===== src/rtl/tlul_err_gate.sv =====
// ---------------------------------------------------------------------------
// tlul_err_gate
//
// Sits between a TL-UL host port and a single device port, after the A-channel
// legality checker. Legal A requests are forwarded to the device with zero
// latency, and the number of device transactions in flight is tracked.
// Illegal requests are absorbed. The gate then waits until every earlier
// device response has drained and returns its own D-channel error response,
// so host responses stay in order.
// Data, address and mask fields are routed outside this block. Only control
// and response-header fields are handled here.
//
// Ports:
//   clk_i, rst_i           clock, synchronous active-high reset
//   h_a_*                  host A channel (valid/opcode/source/size/err in,
//                          ready out)
//   h_d_*                  host D channel (valid/opcode/source/size/error out,
//                          ready in)
//   dev_a_valid_o          device A valid
//   dev_a_ready_i          device A ready
//   dev_d_*                device D channel (valid/opcode/source/size/error
//                          in, ready out)
//   outstanding_o          device transactions currently in flight
//   proto_err_o            sticky flag: device responded with nothing
//                          outstanding
// ---------------------------------------------------------------------------
module tlul_err_gate #(
  parameter int MaxOutstanding = 4,
  parameter int SrcW           = 8,
  parameter int CntW           = $clog2(MaxOutstanding + 1)
) (
  input  logic            clk_i,
  input  logic            rst_i,
  input  logic            h_a_valid_i,
  input  logic [2:0]      h_a_opcode_i,
  input  logic [SrcW-1:0] h_a_source_i,
  input  logic [1:0]      h_a_size_i,
  input  logic            h_a_err_i,
  output logic            h_a_ready_o,
  output logic            h_d_valid_o,
  output logic [2:0]      h_d_opcode_o,
  output logic [SrcW-1:0] h_d_source_o,
  output logic [1:0]      h_d_size_o,
  output logic            h_d_error_o,
  input  logic            h_d_ready_i,
  output logic            dev_a_valid_o,
  input  logic            dev_a_ready_i,
  input  logic            dev_d_valid_i,
  input  logic [2:0]      dev_d_opcode_i,
  input  logic [SrcW-1:0] dev_d_source_i,
  input  logic [1:0]      dev_d_size_i,
  input  logic            dev_d_error_i,
  output logic            dev_d_ready_o,
  output logic [CntW-1:0] outstanding_o,
  output logic            proto_err_o
);

  typedef enum logic [1:0] {
    StIdle,
    StDrain,
    StResp
  } state_e;

  localparam logic [2:0] OpGet            = 3'h4;
  localparam logic [2:0] OpAccessAck      = 3'h0;
  localparam logic [2:0] OpAccessAckData  = 3'h1;

  state_e            state_q, state_d;
  logic [CntW-1:0]   count_q, count_d;
  logic [2:0]        op_q;
  logic [SrcW-1:0]   src_q;
  logic [1:0]        size_q;
  logic              proto_q;
  logic              capture;
  logic              below_max;
  logic              drain_done;
  logic              a_hs, d_hs;
  logic              proto_set;

  assign below_max = (count_q < CntW'(MaxOutstanding));

  // In DRAIN no A request is forwarded, so the post-update count is zero
  // exactly when it already is zero or the last response is handshaking now.
  // Computed from inputs to keep it independent of the output logic.
  assign drain_done = (count_q == '0) ||
                      ((count_q == CntW'(1)) && dev_d_valid_i && h_d_ready_i);

  // Next state and outputs. The D channel passes through by default and is
  // only replaced by the locally generated error response in RESP. Reset
  // forces every handshake signal low so nothing is exchanged while it is held.
  always_comb begin
    state_d       = state_q;
    capture       = 1'b0;
    h_a_ready_o   = 1'b0;
    dev_a_valid_o = 1'b0;
    h_d_valid_o   = dev_d_valid_i;
    h_d_opcode_o  = dev_d_opcode_i;
    h_d_source_o  = dev_d_source_i;
    h_d_size_o    = dev_d_size_i;
    h_d_error_o   = dev_d_error_i;
    dev_d_ready_o = h_d_ready_i;

    unique case (state_q)
      StIdle: begin
        if (h_a_valid_i && h_a_err_i) begin
          // Illegal requests are accepted immediately, whatever the count.
          h_a_ready_o = 1'b1;
          capture     = 1'b1;
          state_d     = StDrain;
        end else begin
          dev_a_valid_o = h_a_valid_i & below_max;
          h_a_ready_o   = dev_a_ready_i & below_max;
        end
      end
      StDrain: begin
        if (drain_done) state_d = StResp;
      end
      StResp: begin
        h_d_valid_o   = 1'b1;
        h_d_error_o   = 1'b1;
        h_d_opcode_o  = (op_q == OpGet) ? OpAccessAckData : OpAccessAck;
        h_d_source_o  = src_q;
        h_d_size_o    = size_q;
        dev_d_ready_o = 1'b0;
        if (h_d_ready_i) state_d = StIdle;
      end
      default: state_d = StIdle;
    endcase

    if (rst_i) begin
      h_a_ready_o   = 1'b0;
      dev_a_valid_o = 1'b0;
      h_d_valid_o   = 1'b0;
      dev_d_ready_o = 1'b0;
    end
  end

  assign a_hs = dev_a_valid_o & dev_a_ready_i;
  assign d_hs = dev_d_valid_i & dev_d_ready_o;

  // Outstanding count. A response with nothing in flight is a device protocol
  // violation: the count stays at zero and the sticky flag is raised. The count
  // cannot overflow because forwarding is gated by below_max.
  always_comb begin
    count_d   = count_q;
    proto_set = d_hs && (count_q == '0);
    if (a_hs && !d_hs) begin
      count_d = count_q + CntW'(1);
    end else if (!a_hs && d_hs && (count_q != '0)) begin
      count_d = count_q - CntW'(1);
    end
  end

  // State, counter, captured header of the absorbed request and sticky flag.
  always_ff @(posedge clk_i) begin
    if (rst_i) begin
      state_q <= StIdle;
      count_q <= '0;
      op_q    <= '0;
      src_q   <= '0;
      size_q  <= '0;
      proto_q <= 1'b0;
    end else begin
      state_q <= state_d;
      count_q <= count_d;
      if (proto_set) proto_q <= 1'b1;
      if (capture) begin
        op_q   <= h_a_opcode_i;
        src_q  <= h_a_source_i;
        size_q <= h_a_size_i;
      end
    end
  end

  assign outstanding_o = count_q;
  assign proto_err_o   = proto_q;

endmodule


===== config.mk =====
export PLATFORM = sky130hd
export DESIGN_NAME = tlul_err_gate
export DESIGN_NICKNAME = d
export VERILOG_FILES = /design/src/rtl/tlul_err_gate.sv
export SDC_FILE = /design/constraint.sdc
export NUM_CORES = 1
export LEC_CHECK = 0
export BUFFER_PORTS_ARGS = -buffer_cell sky130_fd_sc_hd__clkbuf_2
export CAP_MARGIN = 20
export CORE_ASPECT_RATIO = 0.5
export CORE_MARGIN = 2
export CORE_UTILIZATION = 35
export CTS_CLUSTER_SIZE = 40
export DETAILED_ROUTE_END_ITERATION = 7
export GPL_TIMING_DRIVEN = 0
export PLACE_DENSITY = 0.69
export SLEW_MARGIN = 10
export SYNTH_ARGS = -nofsm -noshare
export SYNTH_HDL_FRONTEND = slang
export SYNTH_SLANG_ARGS = --single-unit
export TNS_END_PERCENT = 10

===== constraint.sdc =====
create_clock -name clk_i -period 3.4 [get_ports clk_i]
set_clock_uncertainty 0.15 [all_clocks]
set_input_delay 0.17 -clock clk_i [delete_from_list [all_inputs] [get_ports clk_i]]
set_output_delay 0.17 -clock clk_i [all_outputs]
set_load 0.02 [all_outputs]

==> reports/qor.yml <==
worst_setup_path:
  crit_start: "state_q[0]"
  crit_arrival_ns: 1.75
  path_class: "reg2out"
  required_ns: 3.08
  endpoint_kind: "primary output"
  reg2reg_from: "state_q[0]"
  start_kind: "register"
  crit_fanout: 10
cells_and_area:
  nets: 237
  fill_cells: 265
  n_antenna_cell: 0
  area_growth_pct: 47.4
  fin_area_sq_um: 1550
  drive_gt1_share_pct: 37.4
  final_cell_mix: "clkbuf_2 (55), nand2_1 (27), a21oi_1 (21)"
  layout_commonest_cell: "clkbuf_2"
sta:
  fin_crit_ns: 2.07
  worst_pin_slew_ns: 0.514
  max_freq_ghz: 0.483
  finalSetupTns_ns: 0
  hold_viol: 0
  setup_viol: 0
  fin_ws_ns: 1.33
  slew_headroom_pct: 65.7
  drv_slew: 0
  fin_crit_sh_pct: 60.9
  rsz0062_at_grt: "no"
drt:
  ant_nets: 0
  route.vias.total: 1099
  drt_iter0_drc: 39
  drt-vias-per-instance: 4.68
  highest_layer: "met4"
  drc_errors: 0
  wire_per_inst_um: 11.4
  routed_wl_mm: 2.68
  dr_wl_met3_um: 109
  dr_wl_met2_mm: 1.30
  drt_pass1_iterations: 4
  met1Wirelength_mm: 1.26
grt:
  grt_pass1_wl_mm: 4.35
  overflow: 0
  antenna_found_initial: 0
  grt_max_degree: 12
  grt_pass1_vias: 980
  track_usage_pct: 15.9
synth:
  synth-async-reset-ratio_pct: 0
  synth_top_family_by_area: "simple AND/OR/NAND/NOR gates"
  yosys_warnings: 0
  yosysSeqAreaShare_pct: 36.2
  yosys.area_share.simple_pct: 24.6
  synth-seq-cells: 19
  synth-edff-count: 0
  synth_compound_area_share_pct: 16.7
  mappedNetlistArea_sq_um: 1050
  synth_xor_area_share_pct: 0
  avgSynthCellArea_sq_um: 8.34
  netlist_instances: 126
  synthMuxAreaShare_pct: 12.6
  synth_ff_type: "dfxtp_1"
  ys_types: 30
  syn_nets: 164
  synthAdderAreaFrac_pct: 4.76
place:
  post_dp_cell_area_sq_um: 1370
  port_buffers: 55
  dpl_worst_slack_ns: 1.63
  hpwl_mm: 1.98
  gp_congestion: 0.774
clock_network:
  cts_root_buf: "clkbuf_8"
  numCtsBuffers: 3
  h-tree-depth: 1
  clock_path_buffers: 2
  cts_tree: "done"
  cts_sinks: 19
  clk_latency_ns: 0.25
  path_clk_slew_ns: 0.07
  post_cts_buffers: 0
floorplanning:
  rows: 13
  io_pins: 56
  start_util_pct: 38.7
  die_h_um: 42.8
  die_w_um: 81.5
  die_area_sq_um: 3480
  core_sq_um: 2720
run_status:
  outcome: "completed"
power:
  ir_drop_mv: 0.186
  leakage_uw: 0.000721
  pwr_density_cell_nw_per_um2: 435
run:
  cap_violations: 0
min_path:
  hold_start: "rst_i"
  min_path_type: "in2reg"
Yosys cell counts, drive strengths merged, types with 3 or more instances:
cell	instances	share of area, %
a21oi	21	10
ha	4	4.8
dfxtp	19	36
buf	3	2.6
and2	3	1.8
mux2	10	11
nand2b	3	1.8
nor2	6	2.1
clkbuf	4	1.4
inv	3	1.1
nand2	27	9.6
flip-flops by register name (all words and copies together), names as in the netlist:
register / flops
state_q: 2
src_q: 8
proto_err_o: 1
size_q: 2
op_q: 3
outstanding_o: 3
cells by family after synthesis:
logic type	after synthesis
fa+ha+maj	4
simple gates	52
compound gates	29
mux	12
flops	19
buf+inv	10
worst max-delay path, cell delays in order (launching register included):
cell and delay [ns]:
dfxtp_1 0.45, nand2b_1 0.16, buf_6 0.15, buf_2 0.22, mux2_2 0.36, clkbuf_2 0.16
stage by stage:
step / hold WS, ns / instances / power [uW] / utilization, %
2_1_floorplan: 0.103 / 126 / 434 / -
3_3_place_gp: 0.246 / 218 / 507 / 50.5
3_5_place_dp: 0.249 / 218 / 510 / 50.5
4_1_cts: 0.0340 / 235 / 681 / 57.0
5_1_grt: 0.0425 / 235 / 724 / 57.0
6_report: 0.0464 / 235 / 674 / 57.0
path summary, 6_finish.rpt:
kind	end	slack [ns]	cells past startpoint
hold reg to reg	src_q[3]	0.31	2
hold / removal	state_q[0]	0.05	2
setup reg to reg	outstanding_o[2]	1.64	6
setup / recovery	h_d_source_o[6]	1.33	5
area by class of cell:
type | instances | area [sq um] | area share (%)
Tap cell | 37 | 46.3 | 2.99
Sequential cell | 19 | 380 | 24.6
Clock buffer | 3 | 41.3 | 2.67
Inverter | 3 | 11.3 | 0.727
Clock inverter | 1 | 5.00 | 0.323
Buffer | 7 | 42.5 | 2.75
Multi-Input combinational cell | 97 | 617 | 39.8
Timing Repair Buffer | 68 | 405 | 26.2
metal layers:
metal  vias up  global-route usage [%]
li1        583                       -
met4         0                    3.05
met5         -                       0
met2        21                    26.6
met1       493                    20.2
met3         2                    4.89
power breakdown:
part	total [uW]	switching (uW)	leakage [uW]	internal (uW)
registers	264	20.9	0.000155	243
logic	253	140	0.000540	113
clock network	157	75.5	0.0000255	81.4
total	674	237	0.000721	437
timing repair:
action                                 CTS  global route
endpoints found under the hold margin   13             0
hold buffers                            13             0
gates resized for setup                  0             0
Power figures use the tool's default switching activity.
